<file path="src/rtl/uart_pkg.sv">
// Shared types and constants for the 16x-oversampled UART core.
package uart_pkg;

  localparam int unsigned UART_OVERSAMPLE = 16;

  // word_len encoding: number of data bits minus 5
  localparam logic [1:0] WLEN_5 = 2'd0;
  localparam logic [1:0] WLEN_6 = 2'd1;
  localparam logic [1:0] WLEN_7 = 2'd2;
  localparam logic [1:0] WLEN_8 = 2'd3;

  typedef enum logic [2:0] {
    StIdle,
    StStart,
    StData,
    StParity,
    StStop
  } uart_tx_state_t;

  // Parity over the active data bits; inverted for odd parity.
  function automatic logic uart_parity(logic [7:0] data, logic [1:0] wlen, logic even);
    logic [7:0] mask;
    logic       p;
    mask = 8'hFF >> (WLEN_8 - wlen);
    p    = ^(data & mask);
    return even ? p : ~p;
  endfunction

endpackage

</file>
<file path="src/rtl/uart_shift_reg_pl_so.sv">
// 8-bit parallel-load, shift-right register exposing only its LSB.
module uart_shift_reg_pl_so (
  input  logic       clk,
  input  logic       rst,
  input  logic       srst,
  input  logic       load,
  input  logic       shift,
  input  logic [7:0] d,
  output logic       q0
);

  logic [7:0] r_q;

  always_ff @(posedge clk or posedge rst) begin
    if (rst) begin
      r_q <= 8'h00;
    end else if (srst) begin
      r_q <= 8'h00;
    end else if (load) begin
      r_q <= d;
    end else if (shift) begin
      r_q <= {1'b0, r_q[7:1]};
    end
  end

  assign q0 = r_q[0];

endmodule

</file>
<file path="src/rtl/uart_tx_serializer.sv">
// UART transmit serializer: start, 5-8 data bits LSB-first, optional parity, 1-2 stop bits.
module uart_tx_serializer
  import uart_pkg::*;
(
  input  logic       clk,
  input  logic       rst,
  input  logic       srst,
  input  logic       brc,
  input  logic [7:0] d,
  input  logic       d_valid,
  output logic       d_ready,
  input  logic [1:0] word_len,
  input  logic       parity_en,
  input  logic       parity_even,
  input  logic       stop2,
  output logic       sout,
  output logic       busy
);

  localparam logic [3:0] TickLast = 4'(UART_OVERSAMPLE - 1);

  uart_tx_state_t r_state;
  logic [3:0]     r_tick;
  logic [2:0]     r_idx;
  logic [1:0]     r_wlen;
  logic           r_par_en;
  logic           r_par_bit;
  logic           r_stop2;
  logic           r_stop_cnt;
  logic           r_sout;

  logic w_accept;
  logic w_bit_end;
  logic w_shift;
  logic w_last_data;
  logic w_q0;

  assign w_accept    = (r_state == StIdle) && d_valid;
  assign w_bit_end   = brc && (r_state != StIdle) && (r_tick == TickLast);
  assign w_shift     = w_bit_end && ((r_state == StStart) || (r_state == StData));
  assign w_last_data = (r_idx == ({1'b0, r_wlen} + 3'd4));

  // The register shifts one bit ahead of sout so q0 always holds the next data bit,
  // letting sout be loaded from a flop on the same edge that ends the current bit.
  uart_shift_reg_pl_so u_shift (
    .clk  (clk),
    .rst  (rst),
    .srst (srst),
    .load (w_accept),
    .shift(w_shift),
    .d    (d),
    .q0   (w_q0)
  );

  always_ff @(posedge clk or posedge rst) begin
    if (rst) begin
      r_state    <= StIdle;
      r_tick     <= 4'd0;
      r_idx      <= 3'd0;
      r_wlen     <= 2'd0;
      r_par_en   <= 1'b0;
      r_par_bit  <= 1'b0;
      r_stop2    <= 1'b0;
      r_stop_cnt <= 1'b0;
      r_sout     <= 1'b1;
    end else if (srst) begin
      r_state    <= StIdle;
      r_tick     <= 4'd0;
      r_idx      <= 3'd0;
      r_wlen     <= 2'd0;
      r_par_en   <= 1'b0;
      r_par_bit  <= 1'b0;
      r_stop2    <= 1'b0;
      r_stop_cnt <= 1'b0;
      r_sout     <= 1'b1;
    end else if (r_state == StIdle) begin
      if (d_valid) begin
        r_state    <= StStart;
        r_tick     <= 4'd0;
        r_idx      <= 3'd0;
        r_wlen     <= word_len;
        r_par_en   <= parity_en;
        r_par_bit  <= uart_parity(d, word_len, parity_even);
        r_stop2    <= stop2;
        r_stop_cnt <= 1'b0;
        r_sout     <= 1'b0;
      end
    end else if (brc) begin
      r_tick <= r_tick + 4'd1;
      if (r_tick == TickLast) begin
        case (r_state)
          StStart: begin
            r_state <= StData;
            r_idx   <= 3'd0;
            r_sout  <= w_q0;
          end
          StData: begin
            if (!w_last_data) begin
              r_idx  <= r_idx + 3'd1;
              r_sout <= w_q0;
            end else if (r_par_en) begin
              r_state <= StParity;
              r_sout  <= r_par_bit;
            end else begin
              r_state    <= StStop;
              r_stop_cnt <= 1'b0;
              r_sout     <= 1'b1;
            end
          end
          StParity: begin
            r_state    <= StStop;
            r_stop_cnt <= 1'b0;
            r_sout     <= 1'b1;
          end
          StStop: begin
            if (r_stop2 && !r_stop_cnt) begin
              r_stop_cnt <= 1'b1;
            end else begin
              r_state <= StIdle;
            end
          end
          default: r_state <= StIdle;
        endcase
      end
    end
  end

  assign sout    = r_sout;
  assign d_ready = (r_state == StIdle);
  assign busy    = (r_state != StIdle);

endmodule

</file>
<file path="config.mk">
export PLATFORM = sky130hd
export DESIGN_NAME = uart_tx_serializer
export DESIGN_NICKNAME = d
export VERILOG_FILES = /design/src/rtl/uart_pkg.sv /design/src/rtl/uart_shift_reg_pl_so.sv /design/src/rtl/uart_tx_serializer.sv
export SDC_FILE = /design/constraint.sdc
export NUM_CORES = 1
export LEC_CHECK = 0
export ABC_AREA = 1
export CAP_MARGIN = 20
export CELL_PAD_IN_SITES_DETAIL_PLACEMENT = 1
export CELL_PAD_IN_SITES_GLOBAL_PLACEMENT = 1
export CORE_ASPECT_RATIO = 0.8
export CORE_MARGIN = 2
export CORE_UTILIZATION = 40
export CTS_BUF_LIST = sky130_fd_sc_hd__clkbuf_16
export DETAILED_ROUTE_END_ITERATION = 8
export PLACE_DENSITY = 0.82
export SLEW_MARGIN = 30
export SYNTH_ARGS = -nofsm -noshare
export SYNTH_HDL_FRONTEND = slang
export SYNTH_SLANG_ARGS = --single-unit
</file>
<file path="constraint.sdc">
create_clock -name clk -period 1.75 [get_ports clk]
set_input_delay 0.4375 -clock clk [delete_from_list [all_inputs] [get_ports clk]]
set_output_delay 0.4375 -clock clk [all_outputs]
set_load 0.01 [all_outputs]
</file>
# Word level (Yosys, flattened, before mapping)
# Cells that the tools add are included.
word_totals:
  regBits: 25
  latch_bits: 0
  ramBits: 0
  mem_bits_ro: 0
  inputBits: 18
  wordCells: 105
  n_memories: 0
classes:
  n_addsub: 4
  mul: 0
  n_div: 0
  n_lt_le_gt_ge: 0
  eq_ne: 12
  shifts: 1
  n_mux: 52
  bitwise_logic: 2
  reduce_logical: 24
ops:
  columns: ["op", "count"]
  rows:
  - ["$mux W3", 14]
  - ["$mux W1", 24]
  - ["$mux W8", 3]
  - ["$ne A4 B4 Y1 const B", 5]
  - ["$mux W4", 4]
  - ["$pmux W3 S4", 1]
  - ["$reduce_bool A3 Y1", 4]
  - ["$reduce_and A5 Y1", 2]
  - ["$reduce_bool A5 Y1", 2]
  - ["$and A8 B8 Y8", 1]
  - ["$reduce_xor A8 Y1", 1]
  - ["$shr A8 B2 Y8 const A", 1]
  - ["$reduce_and A7 Y1", 1]
  - ["$eq A3 B2 Y1 const B", 2]
  - ["$mux W2", 3]
  - ["$pmux W1 S3", 2]
  - ["$pmux W3 S2", 1]
  - ["$logic_and A1 B1 Y1", 5]
  - ["$add A4 B1 Y4 const B", 1]
  - ["$eq A4 B4 Y1 const B", 1]
  - ["$reduce_and A2 Y1", 2]
  - ["$reduce_and A4 Y1", 1]
  - ["$reduce_bool A2 Y1", 2]
  - ["$reduce_bool A4 Y1", 1]
  - ["11 further kinds", 11]

# Longest topological paths before layout
depth:
  depth_word: 9
  depth_mapped: 10
  depth_no_buf: 10

# Modules after synthesis
# Synthesis repeated with hierarchy kept, for this count alone.
unflattened:
  hier_cells: 249
  area_unflattened_um2: 1699.1
by_module_without_submodules:
  columns: ["module", "instances", "cells_per_inst", "area_per_inst_um2", "seq_area_each_um2"]
  rows:
  - ["uart_tx_serializer", 1, 190, 1265.0, 426.7]
  - ["uart_shift_reg_pl_so", 1, 59, 434.2, 200.2]

# Least setup slack after synthesis
# OpenSTA, ideal clock, no wires.
synth_path:
  path_type: "input to register"
  start: "in srst"
  end: "reg r_state[0]"
  arrival_ns: 1.259
  required_time_ns: 1.626
  slack_ns: 0.367
  path_stages: 10
  path_buffers: 1
  path_cell_list: "buf_4 inv_4 nand2_1 nand3_1 nand2_2 nand2_4 clkinv_4 nand3_4 nand2_1 o21ai_1"
synth_via:
  elab_chain_len: 2
synth_lines:
  columns: ["item", "line", "source"]
  rows:
  - ["start, declared", "uart_tx_serializer.sv:7", "input logic srst,"]
  - ["$ne A4 B4 Y1 (no source line) (tied with other cells)", null, null]
  - ["$reduce_and A5 Y1 (no source line)", null, null]
  - ["end signal, assigned", "uart_tx_serializer.sv:57", "r_state <= StIdle;"]
  - ["end signal, assigned", "uart_tx_serializer.sv:67", "r_state <= StIdle;"]
  - ["end signal, assigned", "uart_tx_serializer.sv:78", "r_state <= StStart;"]
  - ["end, declared", "uart_tx_serializer.sv:22", "uart_tx_state_t r_state;"]
# Parallel ways exist; a longest one is shown, timed or not.
# A chain may end at the register's enable or synchronous reset.

# Final worst setup path
layout_path:
  start: "reg r_state[0]"
  end: "out d_ready"
layout_via:
  elab_chain_len: 1
layout_lines:
  columns: ["item", "line", "source"]
  rows:
  - ["$logic_not A3 Y1", "uart_tx_serializer.sv:129", "assign d_ready = (r_state == StIdle);"]
  - ["end, declared", "uart_tx_serializer.sv:11", "output logic d_ready,"]
# No other way between the ends.

==> results.txt <==
Area leader, netlist: dfrtp_1
Hold Path Origin: r_par_bit
Worst slack, placed: -0.193 ns
First-pass GRT wire length: 8780 µm
Gate power share: 0.517
Clk pwr share: 0.189
Final setup margin: 0.124 ns
Final Net Count: 326
Post-synthesis adder-cell area fraction: 0.0142
Worst path slowest cell: dfrtp_1
Max Buffers Root-to-Sink: 2
Final setup fails: 0
Slew margin rel.: 0.773
WP data arrival: 1.19 ns
Clock latency on the worst-skew pair: 0.26 ns
Post-Route WL: 4910 µm
CP max stage delay: 0.40 ns
Count leader, synth: nand2_1
Mapped cell area: 1770 µm²
CTS tree: built
Die Y: 63.5 µm
Total core area: 4200 µm²
Net switching power: 1.17 mW
Layout cells sized above 1: 0.161
Synth top cells by count: nand2_1, nand3_1, inv_1
Clock root cell: clkbuf_16
Final Power: 2.76 mW
Pre-Repair DR Iteration Count: 4
CP Capture Type: output pin
DR WL/cell: 13.6 µm
I/O Pins: 21
WP data required: 1.31 ns
Max Clock Freq: 615 MHz
Largest net degree at the start of global routing: 26
Crit path launch type: flop
Residual DRC count: 0
Most used DFF post-synth: dfrtp_1
R2R Path Start: r_state[0]
Syn avg cell area: 6.75 µm²
Port Buf Inserts: 20
Cells after Synth: 262
Number of synthesized flops with an enable pin: 0
Hold Crit Class: reg -> reg
Fin crit share: 0.929
Gpl congestion: 0.871
Initial antenna violation count: 0
Yosys reg bits: 25
Multi-input logic area: 983 µm²
FILL cells: 557
Synth warn: 0
Max Cap Viol: 0
Reg2reg end: r_idx[0]
CTS sink cnt: 25
Antenna viol nets, final: 0
Overflow after GRT: 0
GRT Total Usage: 0.224
Top cell type's share of synthesized area: 0.340
Mux cell area share after synthesis: 0
Setup TNS: 0 ns
Largest family of logic cells by synthesized area: simple AND/OR/NAND/NOR gates
Reg power frac: 0.294
FFs w/ async S/R, synth: 1.00
Xor and xnor area share after synthesis: 0.00991
# hold bufs at CTS: 0
Internal power: 1.58 mW
RSZ-0062 raised after global routing: false
Synth Area in Compound Gates: 0.0679
Synth unique cells: 31
Worst R2R Setup Slack: 0.19 ns
FF/Latch Area: 627 µm²
Antenna diode count: 0
Leakage: 1.21 nW
Vias in the first global route: 1926
Simple-gate share of the synthesized area: 0.460
Final slew viol count: 0
Htree depth: 1
Number of buffers created by CTS: 3
Switching share of power: 0.425
Layout Skew: 0.00450 ns
Hold Path Sink: r_par_bit
CP max FO: 3
Area growth, synth to finish: 28.0%
Die W: 78.3 µm
Critical path class: reg -> out
Cells on Worst Hold Path: 2
Initial DRC Count: 84
Run status: completed
Rows: 21
Tightest Pin Transition: 0.341 ns
Initial Utilization: 0.421
Main area contributors after synthesis: dfrtp_1, nand2_1, nand3_1, inv_1, nor2_1
Drt via density: 4.99
Minimum clock period: 1.63 ns
Die ar.: 4970 µm²
Worst VDD drop: 520 µV
Syn Nets: 282
Via Count: 1808
Worst-path cell chain: nor2_4 > nand2_4 > inv_2 > dlygate4sd2_1
Reg2Reg Depth: 9
DP Wirelength: 3910 µm
Clock-pin slew on the worst setup and hold paths: 0.07 ns
PwrDens: 1220 nW/µm²
Final hold vios: 0
Post-synthesis sequential area ratio: 0.355
[flip-flops by register name, indices dropped and copies added (netlist names)]
name and cells:
u_shift.r_q 8, r_stop2 1, r_wlen 2, sout 1
r_par_en 1, r_tick 4, r_stop_cnt 1, r_state 3
r_par_bit 1, r_idx 3
[worst max path at each step]
| stage | cells past startpoint | to | from |
|---|---|---|---|
| 4_1_cts | 10 | r_state[2] | d_valid |
| 3_5_place_dp | 10 | r_state[0] | srst |
| 5_1_grt | 9 | r_idx[2] | r_state[0] |
| 3_3_place_gp | 10 | r_state[0] | srst |
| 6_report | 4 | d_ready | r_state[0] |
| 2_1_floorplan | 10 | r_state[0] | srst |
[what timing repair did]
action                                  4_1_cts  5_1_grt
endpoints found under the setup margin        4        7
gates resized for setup                       4        3
buffers inserted                              1        1
pin swaps                                     0        1
[critical path: cells and delay by family (launching register included)]
| family | cells | cell delay, ns |
|---|---|---|
| flip-flops | 1 | 0.40 |
| buffers and inverters | 2 | 0.32 |
| AND/OR/NAND/NOR | 2 | 0.21 |
[cell type report]
type                       count  share of cell area
multi-input combinational    198               0.434
sequential                    25               0.277
timing repair buffer          41               0.156
inverter                      37              0.0647
clock buffer                   3              0.0332
tap                           57              0.0315
clock inverter                 1             0.00332
[layer usage]
metal  routed length (µm)  GRT usage
met1                 2360      0.297
met2                 2360      0.387
met3                  139     0.0401
met4                   44     0.0395
met5                    0          0
[power by group through the flow]
stage | clock (mW) | combinational (mW) | sequential [mW]
2_1_floorplan | 0 | 0.877 | 0.816
3_3_place_gp | 0 | 1.35 | 0.818
3_5_place_dp | 0 | 1.40 | 0.821
4_1_cts | 0.533 | 1.40 | 0.809
5_1_grt | 0.559 | 1.62 | 0.825
6_report | 0.522 | 1.42 | 0.810
[cells by family (layout without fill, tap and decap cells)]
family / after synthesis / after routing
xor+xnor: 2 / 2
fa+ha+maj: 2 / 2
simple gates: 173 / 173
compound gates: 21 / 21
flops: 25 / 25
buf+inv: 39 / 82
[stage by stage]
step                std cells  hold slack, ns   util  instance area (µm²)
floorplan                 262           0.449      -                 1770
global placement          356           0.470  0.515                 2160
detailed placement        356           0.481  0.515                 2160
CTS                       361           0.498  0.535                 2250
global route              362           0.520  0.538                 2260
finish                    362           0.493  0.538                 2260
[placed cells by master (no fill, tap or decap), types with 2 or more instances in the layout]
cell type	synthesis	layout
nor2_1	17	17
ha_1	2	2
nand4_1	3	3
dlygate4sd2_1	0	4
nor2_8	2	2
inv_2	4	5
a21oi_1	2	2
nand2_1	100	99
buf_4	1	21
clkbuf_16	0	3
inv_1	31	30
nor3_1	2	2
dfrtp_1	24	24
o21ai_1	5	5
o22ai_1	3	3
xor2_1	2	2
nand2_4	4	4
clkdlybuf4s50_1	0	16
nand3_2	1	2
o21ai_0	7	7
nand3_1	36	35
nand2_2	4	5
Note: power is estimated with default switching activity, not from simulation.
